--- src/rtl/led_pwm_fader_pkg.sv ---
// Shared definitions for the LED PWM fader: default PWM width, the full-scale
// brightness constant, the level type and the saturating fade-step helper.
package led_pkg;

    localparam int PWM_BITS = 8;
    localparam int LVL_MAX  = (1 << PWM_BITS) - 1;

    typedef logic [PWM_BITS-1:0] lvl_t;

    // Move lvl one fade step towards max (up=1) or towards zero (up=0),
    // clamping at either end. Operands are zero-extended by callers, and the
    // sum carries one extra bit, so the level can never wrap around.
    function automatic logic [31:0] sat_step(input logic [31:0] lvl,
                                             input logic        up,
                                             input logic [31:0] step,
                                             input logic [31:0] max);
        logic [32:0] sum_v;
        logic [32:0] res_v;
        sum_v = {1'b0, lvl} + {1'b0, step};
        if (up) begin
            res_v = (sum_v > {1'b0, max}) ? {1'b0, max} : sum_v;
        end else begin
            res_v = (lvl > step) ? {1'b0, lvl - step} : 33'd0;
        end
        return res_v[31:0];
    endfunction

endpackage

--- src/rtl/led_pwm_fader_if.sv ---
// Pattern-in / pins-out bundle between the pattern generator (master) and the
// fader (slave).
interface led_pwm_fader_if #(parameter int N_LED = 5);
    logic [N_LED-1:0] pattern_in;
    logic             pattern_valid;
    logic [N_LED-1:0] led;
    logic             busy;

    modport master (output pattern_in, output pattern_valid, input led, input busy);
    modport slave  (input pattern_in, input pattern_valid, output led, output busy);
endinterface

--- src/rtl/led_pwm_fader_channel.sv ---
// One LED channel: fading brightness level, period-aligned duty shadow and the
// registered PWM pin. Optional macro LED_PWM_FADER_GAMMA_EN selects a squared
// brightness curve for the duty shadow; without it the duty is the raw level.
module led_pwm_channel
    import led_pkg::*;
#(
    parameter int PWM_BITS  = 8,
    parameter int FADE_STEP = 16
) (
    input  logic                clk,
    input  logic                rst,
    input  logic                tick_i,
    input  logic                pwm_wrap_i,
    input  logic [PWM_BITS-1:0] pwm_cnt_i,
    input  logic                target_i,
    input  logic                target_nxt_i,
    output logic                led_o,
    output logic                at_target_o
);

    localparam logic [PWM_BITS-1:0] MAX_L  = {PWM_BITS{1'b1}};
    localparam logic [PWM_BITS-1:0] ZERO_L = {PWM_BITS{1'b0}};

    logic [PWM_BITS-1:0] level_q, level_d;
    logic [PWM_BITS-1:0] duty_q, duty_d;
    logic [PWM_BITS-1:0] lvl_f_s;
    logic                led_q, led_d;

`ifdef LED_PWM_FADER_GAMMA_EN
    logic [2*PWM_BITS-1:0] sq_s;

    // Perceptual curve: level squared scaled back to PWM range, full scale kept exact.
    always_comb begin
        sq_s = {{PWM_BITS{1'b0}}, level_q} * {{PWM_BITS{1'b0}}, level_q};
        if (level_q == MAX_L) begin
            lvl_f_s = MAX_L;
        end else begin
            lvl_f_s = PWM_BITS'(sq_s >> PWM_BITS);
        end
    end
`else
    // Linear curve: duty follows the level directly.
    always_comb begin
        lvl_f_s = level_q;
    end
`endif

    // Next-state: level steps only on fade ticks, duty reloads only at the PWM
    // period boundary so a running period is never cut short.
    always_comb begin
        if (tick_i) begin
            level_d = PWM_BITS'(sat_step(32'(level_q), target_i, 32'(FADE_STEP), 32'(MAX_L)));
        end else begin
            level_d = level_q;
        end
        if (pwm_wrap_i) begin
            duty_d = lvl_f_s;
        end else begin
            duty_d = duty_q;
        end
        led_d       = (duty_q == MAX_L) | (duty_q > pwm_cnt_i);
        at_target_o = (level_d == (target_nxt_i ? MAX_L : ZERO_L));
    end

    // Channel state flops, cleared immediately by reset so the pin goes dark at once.
    always_ff @(posedge clk or posedge rst) begin
        if (rst) begin
            level_q <= ZERO_L;
            duty_q  <= ZERO_L;
            led_q   <= 1'b0;
        end else begin
            level_q <= level_d;
            duty_q  <= duty_d;
            led_q   <= led_d;
        end
    end

    assign led_o = led_q;

endmodule

--- src/rtl/led_pwm_fader.sv ---
// LED PWM fader top: captures the on/off pattern, runs the fade prescaler and
// the shared PWM counter, and fans out to one channel per LED.
// Optional macro LED_PWM_FADER_GAMMA_EN enables a gamma-2 duty curve.
module led_pwm_fader
    import led_pkg::*;
#(
    parameter int N_LED     = 5,
    parameter int PWM_BITS  = led_pkg::PWM_BITS,
    parameter int FADE_DIV  = 4096,
    parameter int FADE_STEP = 16
) (
    input logic                  clk,
    input logic                  rst,
    led_pwm_fader_if.slave       bus
);

    localparam int                  PRESC_W    = (FADE_DIV > 1) ? $clog2(FADE_DIV) : 1;
    localparam logic [PRESC_W-1:0]  PRESC_LAST = PRESC_W'(FADE_DIV - 1);
    localparam logic [PWM_BITS-1:0] MAX_L      = {PWM_BITS{1'b1}};

    logic [N_LED-1:0]    target_q, target_d;
    logic [PRESC_W-1:0]  presc_q, presc_d;
    logic [PWM_BITS-1:0] pwm_cnt_q, pwm_cnt_d;
    logic                busy_q, busy_d;
    logic                tick_s;
    logic                pwm_wrap_s;
    logic [N_LED-1:0]    led_s;
    logic [N_LED-1:0]    at_target_s;

    assign tick_s     = (presc_q == PRESC_LAST);
    assign pwm_wrap_s = (pwm_cnt_q == MAX_L);

    // Next-state for pattern target, fade prescaler, PWM counter and busy flag.
    always_comb begin
        if (bus.pattern_valid) begin
            target_d = bus.pattern_in;
        end else begin
            target_d = target_q;
        end
        if (tick_s) begin
            presc_d = {PRESC_W{1'b0}};
        end else begin
            presc_d = presc_q + PRESC_W'(1);
        end
        pwm_cnt_d = pwm_cnt_q + PWM_BITS'(1);
        busy_d    = ~(&at_target_s);
    end

    // Shared control flops; all clear asynchronously.
    always_ff @(posedge clk or posedge rst) begin
        if (rst) begin
            target_q  <= {N_LED{1'b0}};
            presc_q   <= {PRESC_W{1'b0}};
            pwm_cnt_q <= {PWM_BITS{1'b0}};
            busy_q    <= 1'b0;
        end else begin
            target_q  <= target_d;
            presc_q   <= presc_d;
            pwm_cnt_q <= pwm_cnt_d;
            busy_q    <= busy_d;
        end
    end

    for (genvar i = 0; i < N_LED; i++) begin : g_ch
        led_pwm_channel #(
            .PWM_BITS (PWM_BITS),
            .FADE_STEP(FADE_STEP)
        ) u_ch (
            .clk         (clk),
            .rst         (rst),
            .tick_i      (tick_s),
            .pwm_wrap_i  (pwm_wrap_s),
            .pwm_cnt_i   (pwm_cnt_q),
            .target_i    (target_q[i]),
            .target_nxt_i(target_d[i]),
            .led_o       (led_s[i]),
            .at_target_o (at_target_s[i])
        );
    end

    assign bus.led  = led_s;
    assign bus.busy = busy_q;

endmodule
--- src/flat_wrapper.sv ---
// flat-port wrapper written by rule: the top's interface ports become plain ports
module led_pwm_fader_flat import led_pkg::*;
#(
    parameter int N_LED     = 5,
    parameter int PWM_BITS  = led_pkg::PWM_BITS,
    parameter int FADE_DIV  = 4096,
    parameter int FADE_STEP = 16
)
  (clk, rst, bus_pattern_in, bus_pattern_valid, bus_led, bus_busy);
  led_pwm_fader_if #(.N_LED(N_LED)) bus_i ();
  input logic clk;
  input logic rst;
  input wire logic [$bits(bus_i.pattern_in)-1:0] bus_pattern_in;
  input wire logic [$bits(bus_i.pattern_valid)-1:0] bus_pattern_valid;
  output wire logic [$bits(bus_i.led)-1:0] bus_led;
  output wire logic [$bits(bus_i.busy)-1:0] bus_busy;
  assign bus_i.pattern_in = bus_pattern_in;
  assign bus_i.pattern_valid = bus_pattern_valid;
  assign bus_led = bus_i.led;
  assign bus_busy = bus_i.busy;
  led_pwm_fader #(.N_LED(N_LED), .PWM_BITS(PWM_BITS), .FADE_DIV(FADE_DIV), .FADE_STEP(FADE_STEP)) u_core (.clk(clk), .rst(rst), .bus(bus_i));
endmodule
--- config.mk ---
export PLATFORM = sky130hd
export DESIGN_NAME = led_pwm_fader_flat
export DESIGN_NICKNAME = d
export VERILOG_FILES = /design/src/rtl/led_pwm_fader_pkg.sv /design/src/rtl/led_pwm_fader_if.sv /design/src/rtl/led_pwm_fader_channel.sv /design/src/rtl/led_pwm_fader.sv /design/src/flat_wrapper.sv
export SDC_FILE = /design/constraint.sdc
export NUM_CORES = 1
export LEC_CHECK = 0
export CAP_MARGIN = 20
export CORE_AREA = 2 2 95 142
export CTS_BUF_LIST = sky130_fd_sc_hd__clkbuf_8
export DETAILED_ROUTE_END_ITERATION = 10
export DIE_AREA = 0 0 97 144
export PLACE_DENSITY = 0.69
export SETUP_SLACK_MARGIN = 0.2
export SYNTH_ARGS = -nofsm -noshare
export SYNTH_HDL_FRONTEND = slang
export SYNTH_SLANG_ARGS = --single-unit
--- constraint.sdc ---
create_clock -name clk -period 3.5 [get_ports clk]
set_input_delay 0.7 -clock clk [delete_from_list [all_inputs] [get_ports clk]]
set_output_delay 0.7 -clock clk [all_outputs]
set_load 0.005 [all_outputs]
=== After elaboration in Yosys (flattened, before gate mapping) ===
Index checks and enable logic that the tools add are counted.

* Register bits: 111
* Input port bits: 8
* Output and inout bits: 6
* Logic and storage cells: 92

* $add $sub $neg: 12
* Order comparisons: 15
* Eq/ne operators: 12
* Multiplexer cells: 27
* Bitwise logic cells: 6
* Reductions and logical operators: 1

{| class="wikitable"
|+ Operator list
! operator !! count
|-
| two-way mux 8 bit || 25
|-
| equality test 8 bit, second input constant || 6
|-
| adder 8 x 5 -> 9 bit, second input constant || 5
|-
| greater-than comparator 9 x 8 -> 1 bit, second input constant || 5
|-
| equality test 8 bit || 5
|-
| greater-than comparator 8 x 5 -> 1 bit, second input constant || 5
|-
| greater-than comparator 8 bit || 5
|-
| subtractor 8 x 5 -> 8 bit, second input constant || 5
|-
| adder 12 x 1 -> 12 bit, second input constant || 1
|-
| equality test 12 bit, second input constant || 1
|-
| two-way mux 12 bit || 1
|-
| adder 8 x 1 -> 8 bit, second input constant || 1
|-
| two-way mux 5 bit || 1
|-
| OR 1 bit || 5
|-
| AND reduction 5 bit || 1
|-
| inverter 1 bit || 1
|}

=== Logic depth before layout (Yosys ltp) ===
* Depth in word-level cells: 8
* Depth in mapped cells: 12
* Depth with buffers taken out: 9

=== Cells and area by module ===
A second synthesis with hierarchy kept.

* Cell total of the unflattened synthesis: 702
* Area total of the unflattened synthesis: 6980.4 µm²

{| class="wikitable"
|+ Modules (own cells, without submodules)
! module !! instances !! cells an instance !! area an instance (µm²) !! sequential area each (µm²)
|-
| led_pwm_channel || 5 || 123 || 1177.4 || 425.4
|-
| led_pwm_fader || 1 || 87 || 1093.5 || 650.6
|}

=== Worst setup path after synthesis ===
No wires, ideal clock.

* Kind: reg-to-reg
* Start: register u_core.g_ch[4].u_ch.level_q[4]
* End: register u_core.busy_q (netlist: u_core.bus.busy)
* Setup time: 0.135 ns
* Data arrival time: 2.305 ns
* Required time: 3.365 ns
* Slack: 1.060 ns
* Cell stages (with the launch flop): 10
* Path buffers: 1
* Clock period less this slack: 2.440 ns
* Cell sequence: dfrtp_1 > clkbuf_1 > inv_1 > ha_1 > xor2_1 > a311oi_1 > o31a_1 > or4_1 > o31ai_2 > nand4_1

* Word-level cells in the longest chain between the ends: 8
* Elaborated cells between the ends (all ways): 11
* Those cells by class: add/sub (2); order compare (2); eq/ne (1); mux (4); bitwise (1); reduce/logical (1)

{| class="wikitable"
|+ Ends and longest elaborated chain
! item !! RTL line !! text
|-
| start: declaration || led_pwm_fader_channel.sv:24 || <nowiki>logic [PWM_BITS-1:0] level_q, level_d;</nowiki>
|-
| start signal: assignment || led_pwm_fader_channel.sv:72 || <nowiki>level_q <= level_d;</nowiki>
|-
| adder 8 x 5 -> 9 bit || led_pwm_fader_pkg.sv:19 || <nowiki>sum_v = {1'b0, lvl} + {1'b0, step};</nowiki>
|-
| greater-than comparator 9 x 8 -> 1 bit || led_pwm_fader_pkg.sv:21 || <nowiki>res_v = (sum_v > {1'b0, max}) ? {1'b0, max} : sum_v;</nowiki>
|-
| two-way mux 8 bit || led_pwm_fader_pkg.sv:21 ||
|-
| two-way mux 8 bit * || led_pwm_fader_pkg.sv:20 || <nowiki>if (up) begin</nowiki>
|-
| two-way mux 8 bit * || led_pwm_fader_channel.sv:51 || <nowiki>if (tick_i) begin</nowiki>
|-
| named net u_core.g_ch[4].u_ch.level_d[5] || led_pwm_fader_channel.sv:24 ||
|-
| equality test 8 bit * || led_pwm_fader_channel.sv:62 || <nowiki>at_target_o = (level_d == (target_nxt_i ? MAX_L : ZERO_L));</nowiki>
|-
| AND reduction 5 bit * || led_pwm_fader.sv:46 || <nowiki>busy_d = ~(&at_target_s);</nowiki>
|-
| inverter 1 bit * || led_pwm_fader.sv:46 ||
|-
| named net u_core.busy_d || led_pwm_fader.sv:24 || <nowiki>logic busy_q, busy_d;</nowiki>
|-
| end signal: assignment || led_pwm_fader.sv:60 || <nowiki>busy_q <= busy_d;</nowiki>
|-
| end: declaration || led_pwm_fader.sv:24 ||
|}

Mark *: on every way through the listed nets, which the timed path passes. The rest lies on a longest branch.
A chain may end at the register's enable or synchronous reset.

=== Worst setup path in the final report ===
* Start: register u_core.presc_q[0]
* End: register u_core.busy_q (netlist: u_core.bus.busy)

* Word-level cells in the longest chain between the ends: 5
* Elaborated cells between the ends (all ways): 13
* Those cells by class: eq/ne (6); mux (5); bitwise (1); reduce/logical (1)

{| class="wikitable"
|+ Ends and longest elaborated chain
! item !! RTL line !! text
|-
| start: declaration || led_pwm_fader.sv:22 || <nowiki>logic [PRESC_W-1:0] presc_q, presc_d;</nowiki>
|-
| start signal: assignment || led_pwm_fader.sv:53 || <nowiki>presc_q <= {PRESC_W{1'b0}};</nowiki>
|-
| start signal: assignment || led_pwm_fader.sv:58 || <nowiki>presc_q <= presc_d;</nowiki>
|-
| equality test 12 bit || led_pwm_fader.sv:30 || <nowiki>assign tick_s = (presc_q == PRESC_LAST);</nowiki>
|-
| two-way mux 8 bit || led_pwm_fader_channel.sv:51 ||
|-
| named net u_core.g_ch[4].u_ch.level_d[6] || led_pwm_fader_channel.sv:24 ||
|-
| equality test 8 bit || led_pwm_fader_channel.sv:62 ||
|-
| AND reduction 5 bit || led_pwm_fader.sv:46 ||
|-
| inverter 1 bit || led_pwm_fader.sv:46 ||
|-
| named net u_core.busy_d || led_pwm_fader.sv:24 ||
|}

The timed path passes the listed nets, and every way through them passes these cells.

==> out/qor_table.md <==
| Item | Value |
| --- | --- |
| Power density relative to cell area | 301.5 nW/um^2 |
| Maximum fanout along the worst path | 27 |
| Time the worst path needs with I/O delays and setup | 3016 ps |
| Total of flip-flops plus latches after synthesis | 111 |
| Number of iterations in the first detailed-routing pass | 5 |
| Clock network fraction of total power | 36.5% |
| Async SR Flop Fraction | 100.0% |
| Minimum hold slack | 492.8 ps |
| Gate count after technology mapping | 689 |
| Number of enable-type register cells in the synthesized netlist | 0 |
| Switch Pwr | 543.1 uW |
| Via/cell ratio | 6.283 |
| Crit Path Category | reg -> reg |
| H-tree lvl count | 3 |
| Clock latency at the later pin of the worst-skew pair | 380 ps |
| Slew at the pin closest to its max-slew limit | 691.8 ps |
| Number of global-route vias before repair | 5294 |
| Biggest area contributors in the synthesized netlist | sky130_fd_sc_hd__dfrtp_1 (40%), sky130_fd_sc_hd__ha_1 (11%), sky130_fd_sc_hd__mux2_2 (5.7%) |
| Synthesized area | 6863 sq um |
| Detail-routed net length per standard cell | 18.22 um |
| Maximum number of pins on one net before global-route repair | 46 |
| Highest achievable clock rate | 331.6 MHz |
| Global placement routability congestion | 0.9030 |
| Worst vdd rail ir drop | 180.9 uV |
| Via count | 5359 |
| Number of instances resized during post-cts repair | 0 |
| Worst Hold Class | reg -> reg |
| Setup fix buffers added after clock tree synthesis | 0 |
| Final cycle utilization of the critical path | 86.16% |
| Final-layout fill cell count | 1116 |
| Remaining global-route overflow | 0 |
| Data required time at the worst endpoint | 3750 ps |
| Count of pins on the block boundary | 14 |
| Syn Nets | 759 |
| DRC violation count after routing | 0 |
| Leading post-synthesis cells by instance count | sky130_fd_sc_hd__dfrtp_1 (111), sky130_fd_sc_hd__ha_1 (62), sky130_fd_sc_hd__nand2_1 (53) |
| Finished Core Util | 57.05% |
| Final-report hold violation count | 0 |
| Routed wire length | 15540 um |
| Internal Dissipation | 1.663 mW |
| DIE AREA | 13970 sq um |
| Register clock-pin slew on the reported worst setup and hold paths | 110 ps |
| CTS tree | yes |
| Count of warnings emitted by yosys | 0 |
| Number of nets in the layout | 759 |
| Final-report setup violation count | 0 |
| Seq/Total Area, Yosys | 40.47% |
| Standby leakage power | 3.472 nW |
| Antenna violations before repair | 0 |
| Antenna-violating nets left | 0 |
| Number of sinks handled by clock tree synthesis | 111 |
| Port Buffer Count | 13 |
| Headroom to the max-slew limit | 53.78% |
| Number of antenna diodes | 0 |
| Most used standard cell by instance count after synthesis | sky130_fd_sc_hd__dfrtp_1 |
| Synth cell types | 79 |
| Setup repair after global routing missed its margin | no |
| Cells after DPL | 837 |
| DRC violation total after the first TritonRoute iteration | 330 |
| Main flop type after synthesis | sky130_fd_sc_hd__dfrtp_1 |
| Cell accounting for the most synthesized area | sky130_fd_sc_hd__dfrtp_1 |
| Yosys top cell area share | 40.47% |
| Final Worst Setup Slack | 484.4 ps |
| Non-filler instance count after layout | 853 |
| Register share of total power | 59.1% |
| Sort of element at the end of the critical path | register |
| Share of post-route cells with drive strength above 1 | 12.10% |
| Final Max Tran Viols | 0 |
| Signal arrival time at the worst endpoint | 3270 ps |
| Die span in y | 144 um |
| Nature of the critical path startpoint | register |
| Core area | 12830 sq um |
| Share of power burned in combinational logic | 4.4% |
| GRT Total Usage | 23.24% |
| Outcome | finished, final reports clean |
| Number of max-cap violations | 0 |
| CTS Root Cell | sky130_fd_sc_hd__clkbuf_8 |
| Wire length of the first global-routing pass | 26230 um |
| HPWL after DPL | 11620 um |
| Switching part of the total power | 24.62% |
| Maximum root-to-sink buffer count | 2 |
| Die boundary width | 97 um |
| TritonCTS buffer count | 9 |
| Synthesized area per cell | 9.961 sq um |
| Sum of negative setup slack | 0 ps |
| Floorplan row count | 51 |
| Layout area overhead | 6.618% |
| Final setup skew | 10.22 ps |
| # hold bufs at CTS | 0 |
| Worst Setup Slack post-DPL | 511.5 ps |
| Starting Density | 53.51% |
-- routing by layer --
layer  share of wire (%)  global-route usage, %  up-vias
met3                 3.8                  3.383       34
met2                  50                  39.36      158
li1                    -                      -     2561
met1                  43                  30.12     2606
met4                 2.9                  9.489        0
met5                   0                      0        -
-- sequential cells by signal (all words and copies together) (netlist names) --
signal and flops:
u_core.presc_q 12, u_core.g_ch.u_ch.duty_q 40, u_core.bus.busy 1, u_core.target_q 5
u_core.pwm_cnt_q 8, u_core.g_ch.u_ch.level_q 40, u_core.g_ch.u_ch.led_o 5
-- power by group through the flow --
stage / sequential [mW] / clock, mW / combinational, mW
floorplan: 1.32 / 0 / 0.0780
global placement: 1.33 / 0 / 0.0977
detailed placement: 1.33 / 0 / 0.0989
CTS: 1.30 / 0.828 / 0.0994
global route: 1.31 / 0.871 / 0.112
finish: 1.30 / 0.804 / 0.0978
-- final timing paths --
check	from	cells after the start	slack [ps]	end
max reg2reg	u_core.presc_q[0]	9	480	u_core.bus.busy
min in group asynchronous	rst	2	760	u_core.g_ch[1].u_ch.led_o
max in group asynchronous	rst	3	2060	u_core.presc_q[7]
max	u_core.presc_q[0]	9	480	u_core.bus.busy
min	u_core.presc_q[0]	1	490	u_core.presc_q[0]
min reg2reg	u_core.presc_q[0]	1	490	u_core.presc_q[0]
-- cells by family after synthesis --
kind of cell / synth area share [%]
AND/OR/NAND/NOR: 19.80
multiplexers: 5.889
buffers and inverters: 5.159
XOR/XNOR: 2.170
adder cells (fa/ha/maj): 11.45
flip-flops: 40.47
AO/OA/AOI/OAI: 15.06
-- cell usage in the layout (no fill, tap or decap), drive strengths merged, types with 5 or more instances in the layout --
cell           netlist  final
o21a                 9      9
nor2                23     23
a21oi               23     23
dfrtp              111    111
o21ai               40     40
and3                12     12
nor4                13     13
nand3               27     27
buf                 11     12
clkdlybuf4s50        0     13
a21o                16     16
nand2b               6      6
nor3                18     18
nand2               53     53
nand4               30     30
clkbuf              25      9
xor2                 6      6
mux2                35     35
ha                  62     62
o41ai                5      5
inv                 43     44
o22ai                8      8
and4                 7      7
or3                  5      5
or4                 11     11
nor2b               10     10
xnor2               11     11
-- through the flow --
step           instance area, sq um  power (mW)
5_1_grt                        7317       2.289
3_3_place_gp                   7113       1.426
6_report                       7317       2.206
2_1_floorplan                  6867       1.393
3_5_place_dp                   7113       1.428
4_1_cts                        7317       2.231
-- worst max-delay path: stages, from the launching register on --
cell                      delay [ps]
sky130_fd_sc_hd__dfrtp_1         400
sky130_fd_sc_hd__ha_1            250
sky130_fd_sc_hd__and4_1          340
sky130_fd_sc_hd__nand4_2         330
sky130_fd_sc_hd__buf_4           350
sky130_fd_sc_hd__o21ai_0         190
sky130_fd_sc_hd__o21ai_1         130
sky130_fd_sc_hd__or4_1           570
sky130_fd_sc_hd__o31ai_2         190
sky130_fd_sc_hd__nand4_1         110
-- final cells by class --
type,count,area (sq um),share of cell area [%]
flip-flops and latches,111,2778,37.96
multi-input cells,499,3739,51.09
clock buffers,9,123.9,1.693
inverters,43,165.2,2.257
clock inverters,7,80.08,1.094
repair buffers,25,232.7,3.181
well taps,159,198.9,2.719
Note: power is estimated with default switching activity, not from simulation.
